[src/rtl/red_seq_unit_if.sv]
// rtl/red_seq_unit_if.sv - operand/result handshake bundle for red_seq_unit
interface red_seq_unit_if #(
   parameter int DATA_W = 16
);
   logic              in_valid;
   logic              in_ready;
   logic [DATA_W-1:0] a;
   logic [DATA_W-1:0] b;
   logic              is_signed;
   logic              out_valid;
   logic              out_ready;
   logic [DATA_W-1:0] result;

   modport master (
      output in_valid, a, b, is_signed, out_ready,
      input  in_ready, out_valid, result
   );

   modport slave (
      input  in_valid, a, b, is_signed, out_ready,
      output in_ready, out_valid, result
   );
endinterface

[src/rtl/red_seq_unit.sv]
// rtl/red_seq_unit.sv - multi-cycle lane-sum reduction unit, one lane pair per cycle
module red_seq_unit #(
   parameter int LANE_W    = 4,
   parameter int NUM_LANES = 4,
   parameter int DATA_W    = LANE_W * NUM_LANES
) (
   input  logic           clk,
   input  logic           rst,
   red_seq_unit_if.slave  bus
);
   localparam int ACC_W = LANE_W + 1 + $clog2(NUM_LANES);
   localparam int IDX_W = $clog2(NUM_LANES);
   localparam logic [IDX_W-1:0] LAST_IDX = IDX_W'(NUM_LANES - 1);

   generate
      if (DATA_W < ACC_W) begin : g_bad_data_w
         $error("red_seq_unit: DATA_W must be at least ACC_W");
      end
      if ((NUM_LANES < 2) || ((NUM_LANES & (NUM_LANES - 1)) != 0)) begin : g_bad_lanes
         $error("red_seq_unit: NUM_LANES must be a power of 2, at least 2");
      end
      if (LANE_W < 2) begin : g_bad_lane_w
         $error("red_seq_unit: LANE_W must be at least 2");
      end
   endgenerate

   typedef enum logic [1:0] {IDLE, ACCUM, DONE} state_t;

   state_t            state;
   logic [DATA_W-1:0] a_q;
   logic [DATA_W-1:0] b_q;
   logic              sgn_q;
   logic [ACC_W-1:0]  acc;
   logic [IDX_W-1:0]  idx;
   logic [ACC_W-1:0]  acc_next;

   function automatic logic [ACC_W-1:0] ext_lane(input logic [LANE_W-1:0] v, input logic s);
      if (s) return ACC_W'($signed(v));
      else   return ACC_W'(v);
   endfunction

   // ACC_W leaves headroom for 2*NUM_LANES lanes, so this sum never wraps
   always_comb begin
      acc_next = acc + ext_lane(a_q[idx*LANE_W +: LANE_W], sgn_q)
                     + ext_lane(b_q[idx*LANE_W +: LANE_W], sgn_q);
   end

   always_ff @(posedge clk) begin
      if (rst) begin
         state         <= IDLE;
         bus.in_ready  <= 1'b1;
         bus.out_valid <= 1'b0;
         bus.result    <= '0;
         acc           <= '0;
         idx           <= '0;
         a_q           <= '0;
         b_q           <= '0;
         sgn_q         <= 1'b0;
      end else begin
         case (state)
            IDLE: begin
               if (bus.in_valid) begin
                  a_q          <= bus.a;
                  b_q          <= bus.b;
                  sgn_q        <= bus.is_signed;
                  acc          <= '0;
                  idx          <= '0;
                  bus.in_ready <= 1'b0;
                  state        <= ACCUM;
               end
            end
            ACCUM: begin
               acc <= acc_next;
               idx <= idx + 1'b1;
               if (idx == LAST_IDX) begin
                  // result is formed from the final sum so it is ready on the DONE edge
                  if (sgn_q) bus.result <= DATA_W'($signed(acc_next));
                  else       bus.result <= DATA_W'(acc_next);
                  bus.out_valid <= 1'b1;
                  state         <= DONE;
               end
            end
            DONE: begin
               if (bus.out_ready) begin
                  bus.out_valid <= 1'b0;
                  bus.in_ready  <= 1'b1;
                  state         <= IDLE;
               end
            end
            default: begin
               bus.out_valid <= 1'b0;
               bus.in_ready  <= 1'b1;
               state         <= IDLE;
            end
         endcase
      end
   end
endmodule

[src/flat_wrapper.sv]
// flat-port wrapper written by rule: the top's interface ports become plain ports
module red_seq_unit_flat 
#(
   parameter int LANE_W    = 4,
   parameter int NUM_LANES = 4,
   parameter int DATA_W    = LANE_W * NUM_LANES
)
  (clk, rst, bus_in_valid, bus_a, bus_b, bus_is_signed, bus_out_ready, bus_in_ready, bus_out_valid, bus_result);
  red_seq_unit_if #(.DATA_W(DATA_W)) bus_i ();
  input  logic clk;
  input  logic rst;
  input wire logic [$bits(bus_i.in_valid)-1:0] bus_in_valid;
  input wire logic [$bits(bus_i.a)-1:0] bus_a;
  input wire logic [$bits(bus_i.b)-1:0] bus_b;
  input wire logic [$bits(bus_i.is_signed)-1:0] bus_is_signed;
  input wire logic [$bits(bus_i.out_ready)-1:0] bus_out_ready;
  output wire logic [$bits(bus_i.in_ready)-1:0] bus_in_ready;
  output wire logic [$bits(bus_i.out_valid)-1:0] bus_out_valid;
  output wire logic [$bits(bus_i.result)-1:0] bus_result;
  assign bus_i.in_valid = bus_in_valid;
  assign bus_i.a = bus_a;
  assign bus_i.b = bus_b;
  assign bus_i.is_signed = bus_is_signed;
  assign bus_i.out_ready = bus_out_ready;
  assign bus_in_ready = bus_i.in_ready;
  assign bus_out_valid = bus_i.out_valid;
  assign bus_result = bus_i.result;
  red_seq_unit #(.LANE_W(LANE_W), .NUM_LANES(NUM_LANES), .DATA_W(DATA_W)) u_core (.clk(clk), .rst(rst), .bus(bus_i));
endmodule
[config.mk]
export PLATFORM = sky130hd
export DESIGN_NAME = red_seq_unit_flat
export DESIGN_NICKNAME = d
export VERILOG_FILES = /design/src/rtl/red_seq_unit_if.sv /design/src/rtl/red_seq_unit.sv /design/src/flat_wrapper.sv
export SDC_FILE = /design/constraint.sdc
export NUM_CORES = 1
export LEC_CHECK = 0
export BUFFER_PORTS_ARGS = -buffer_cell sky130_fd_sc_hd__buf_2
export CORE_ASPECT_RATIO = 2
export CORE_MARGIN = 2
export CORE_UTILIZATION = 52
export DETAILED_ROUTE_END_ITERATION = 16
export GPL_ROUTABILITY_DRIVEN = 0
export MAX_ROUTING_LAYER = met4
export PLACE_DENSITY = 0.88
export SLEW_MARGIN = 20
export SYNTH_ARGS = -nofsm -noshare
export SYNTH_HDL_FRONTEND = slang
export SYNTH_SLANG_ARGS = --single-unit
[constraint.sdc]
create_clock -name clk -period 4.25 [get_ports clk]
set_input_delay 0.425 -clock clk [delete_from_list [all_inputs] [get_ports clk]]
set_output_delay 0.425 -clock clk [all_outputs]
set_load 0.005 [all_outputs]
---- Word-level counts from Yosys, hierarchy flattened ----
Cells that the tools add are included.
operators by class
  bitwise operators ....................... 2
  multiplexer cells ....................... 17
  reductions and logical operators ........ 8
  divide/modulo/power cells ............... 0
  $add $sub $neg .......................... 3
  shift operators ......................... 2
  multiply operators ...................... 0
  $lt $le $gt $ge ......................... 0
  eq/ne operators ......................... 6
operators with widths
  cell                   count
  $shiftx A16 B5 Y4      2
  $mux W7                3
  $mux W16               1
  $add A7 B7 Y7          2
  $pmux W7 S2            1
  $reduce_and A3 Y1      3
  $mux W2                4
  $pmux W1 S3            2
  $pmux W2 S3            1
  $reduce_and A2 Y1      3
  $eq A2 B2 Y1 const B   2
  $mux W1                4
  $ne A2 B2 Y1 const B   2
  $pmux W2 S2            1
  $add A2 B1 Y2 const B  1
  $eq A2 B1 Y1 const B   1
  $logic_not A2 Y1       1
  $ne A2 B1 Y1 const B   1
  $not A1 Y1             2
  $reduce_bool A2 Y1     1
storage, ports and cells
  ROM bits ................................ 0
  logic and storage cells ................. 47
  RAM bits ................................ 0
  latch bits .............................. 0
  output and inout bits ................... 18
  memories kept ........................... 0
  flip-flop bits (word level) ............. 62

---- Longest topological paths before layout ----
  depth after elaboration ................. 5
  gate-level depth with buffers ........... 10
  gate-level depth less buffers ........... 9

---- Least setup slack after synthesis ----
OpenSTA, ideal clock, no wires.
  kind .................................... register to register
  from .................................... reg u_core.idx[0]
  to ...................................... reg u_core.acc[5]
  stages on the path, launching flop included .. 11
  arrival ................................. 2,736 ps
  slack ................................... 1,387 ps
  setup time .............................. 128 ps
  required time ........................... 4,122 ps
  cell sequence ........................... dfxtp_1 -> buf_6 -> mux4_2 -> fa_1 -> ha_1 -> fa_1 -> a21o_1 -> a21oi_1 -> xnor2_1 -> a22oi_1 -> nor2_1
between the ends
  word-level cells in the longest chain between the ends .. 5
  elaborated cells between the ends (all ways) .. 7
RTL lines
  what                    RTL line            source
  start, declared         red_seq_unit.sv:34  logic [IDX_W-1:0] idx;
  start signal, assigned  red_seq_unit.sv:74  idx <= idx + 1'b1;
  $shiftx A16 B5 Y4       red_seq_unit.sv:44  acc_next = acc + ext_lane(a_q[idx*LANE_W +: LANE_W], sgn_q)
  $mux W7                 red_seq_unit.sv:38  if (s) return ACC_W'($signed(v));
  $add A7 B7 Y7           red_seq_unit.sv:44
  $add A7 B7 Y7 *         red_seq_unit.sv:45  + ext_lane(b_q[idx*LANE_W +: LANE_W], sgn_q);
  $pmux W7 S2 *           red_seq_unit.sv:60  case (state)
  end signal, assigned    red_seq_unit.sv:73  acc <= acc_next;
  end, declared           red_seq_unit.sv:33  logic [ACC_W-1:0] acc;
Mark *: on every way between the ends. The rest lies on a longest branch, timed or not.
A chain may end at the register's enable or synchronous reset.

---- Worst setup path after layout ----
Same ends and word-level chain as after synthesis.

==> flow_metrics.py <==
metrics = {
    "worst_setup_path": {
        "critical_path.startpoint_type": "flop",
        "cp.required_ns": 4.43,
        "crit_type": "flop to flop",
        "worstPathMaxFanout": 10,
        "rr_worst_depth": 9,
        "worstPathArrival_ns": 3.49,
        "endpoint_kind": "flop",
    },
    "synthesis": {
        "syn_inst": 277,
        "synth_area_per_cell_um2": 9.13,
        "ys_warn_count": 0,
        "ys.flop_type": "dfxtp_1",
        "synth.net_count": 328,
        "synth.top_cells.by_count": "nand2_1, dfxtp_1, a21oi_1, nor2_1, buf_4",
        "yosysTopAreaCell": "dfxtp_1",
        "synth_edf_count": 0,
        "yosysMostFrequentCell": "nand2_1",
        "synth.top_cell.area_share_pct": 42.8,
        "async_flop_share_pct": 0,
        "yosys-top-cells-area": "dfxtp_1, nand2_1, a21oi_1",
        "yosysSeqAreaShare_pct": 42.8,
        "syn_area_mm2": 0.00253,
        "ys_seq_elements": 54,
        "yosysUniqueCellTypes": 31,
    },
    "cts": {
        "clock_latency_ns": 0.32,
        "cts_root_buffer": "clkbuf_8",
        "cts_resized": 0,
        "hold_buffers": 0,
        "clk_pin_slew_ns": 0.09,
        "h-tree-depth": 2,
        "cts_tree": "yes",
        "cts_num_sinks": 54,
        "postCtsSetupBuffers": 0,
        "cts_buffers": 5,
        "cts_buffer_depth": 2,
    },
    "layout": {
        "diodes": 0,
        "final_nets": 364,
        "drive_gt1_share_pct": 23.9,
        "area_growth_pct": 10.8,
    },
    "timing": {
        "timing.setup.tns_ns": 0,
        "rsz0062_at_grt": "no",
        "fmax_mhz": 302,
        "min_period_ns": 3.31,
        "setup_violations": 0,
        "slew_violations": 0,
        "finClkSkew_ns": 0.0153,
        "max-slew-margin-rel_pct": 37.6,
        "fin_crit_sh_pct": 77.9,
        "worst_slew_pin_slew_ns": 0.936,
        "hold_violations": 0,
        "setup_slack_ns": 0.940,
    },
    "placement": {
        "port_buffers": 54,
        "dpl.hpwl_um": 3830,
        "pre_cts_slack_ns": 0.959,
    },
    "floorplanning": {
        "coreArea_mm2": 0.00464,
        "start_util_pct": 54.5,
        "die_h_um": 103,
        "die_area_mm2": 0.00547,
        "ios": 55,
        "fp.dieW_um": 53.3,
        "row_count": 35,
    },
    "pwr": {
        "p_int_uw": 765,
        "p_comb_share_pct": 12.9,
        "peakVddDrop_uv": 422,
        "p_leak_uw": 0.00121,
        "p_sw_share_pct": 25.0,
        "power_frac_seq_pct": 53.8,
        "power_frac_clock_pct": 33.3,
        "power_density_mw_per_mm2": 364,
        "power_switching_uw": 255,
    },
    "global_routing": {
        "track_usage_pct": 22.5,
        "overflow": 0,
        "grt_pass1_vias": 1947,
        "grt_pass1_wl_um": 8680,
        "grt_antenna_before_repair": 0,
        "grt_max_degree": 57,
    },
    "routing": {
        "drt_wl_total_um": 5210,
        "drt-initial-drc-count": 32,
        "vias": 2033,
        "route.detailed.drc": 0,
        "viasPerCell": 5.51,
        "ant_nets": 0,
        "routedWlPerCell_um": 14.1,
        "firstDrtPassIters": 4,
    },
    "run": {
        "maxCapViolCount": 0,
    },
    "hold_path": {
        "hp-class": "input pin to flop",
        "min_path_cells": 3,
    },
    "outcome": {
        "status": "complete, no violations",
    },
}
[worst max-delay path, cell delays in order, from the launching register on]
cell	delay (ns)
dfxtp_1	0.71
mux4_2	0.61
fa_1	0.48
ha_1	0.26
fa_1	0.42
a21o_1	0.18
a21oi_1	0.16
xnor2_1	0.11
a22oi_1	0.19
nor2_1	0.05
[worst paths after layout]
check | from | endpoint | slack [ns]
setup / recovery | u_core.idx[0]$_SDFFE_PP0P_ | u_core.acc[5]$_SDFFE_PP0P_ | 0.94
hold / removal | bus_a[11] | u_core.a_q[11]$_SDFFE_PP0P_ | 0.34
setup reg to reg | u_core.idx[0]$_SDFFE_PP0P_ | u_core.acc[5]$_SDFFE_PP0P_ | 0.94
hold reg to reg | u_core.bus.result[0]$_SDFFE_PP0P_ | u_core.bus.result[0]$_SDFFE_PP0P_ | 0.46
[placed cells by master, fill, tap and decap left out, types with 5 or more instances in the layout]
cell,Yosys,routed
clkbuf_8,0,5
buf_2,3,54
xnor2_1,5,5
mux4_2,8,8
dfxtp_1,54,54
nor2_1,14,14
a21oi_1,43,43
a22oi_1,6,6
fa_1,7,7
nand2_1,81,81
ha_1,7,7
[sequential cells by signal, summed over array words and instances, names as in the netlist]
register	count
u_core.a_q	16
u_core.b_q	16
u_core.bus.result	8
u_core.acc	7
u_core.idx	2
u_core.state	2
u_core.bus.in_ready	1
u_core.bus.out_valid	1
u_core.sgn_q	1
[metrics by stage]
stage | util (%) | power, uW | hold WS, ns | instances | instance area (um^2)
after floorplan | - | 654 | 0.433 | 277 | 2530
after global placement | 58.0 | 684 | 0.434 | 361 | 2690
after detailed placement | 58.0 | 689 | 0.444 | 361 | 2690
after CTS | 60.3 | 1020 | 0.341 | 369 | 2800
after global routing | 60.4 | 1060 | 0.350 | 369 | 2800
final | 60.4 | 1020 | 0.341 | 369 | 2800
[power by group through the flow]
stage	combinational (uW)	clock (uW)	sequential, uW
detailed placement	128	0	560
global placement	125	0	559
floorplan	103	0	551
global route	148	358	552
finish	131	340	549
CTS	131	338	549
[metal layers]
| layer | track usage (%) | share of wire [%] |
|---|---|---|
| met1 | 22.3 | 36 |
| met2 | 39.9 | 57 |
| met3 | 3.04 | 3.1 |
| met4 | 13.2 | 4.6 |
| met5 | - | 0 |
[logic make-up after synthesis]
| logic type | synth area share (%) |
|---|---|
| muxes | 7.52 |
| adders and majority gates | 9.01 |
| and+or+nand+nor | 17.4 |
| buffers and inverters | 6.88 |
| DFF | 42.8 |
| AOI/OAI and AO/OA | 14.4 |
| xor gates and xnor gates | 2.08 |
[final cells by class]
cell class	instances	area [um^2]
fillers	425	1840
clock inverters	1	30.0
flip-flops and latches	54	1080
well taps	55	68.8
clock buffers	7	76.3
repair buffers	54	270
multi-input cells	198	1270
Power figures use the tool's default switching activity.
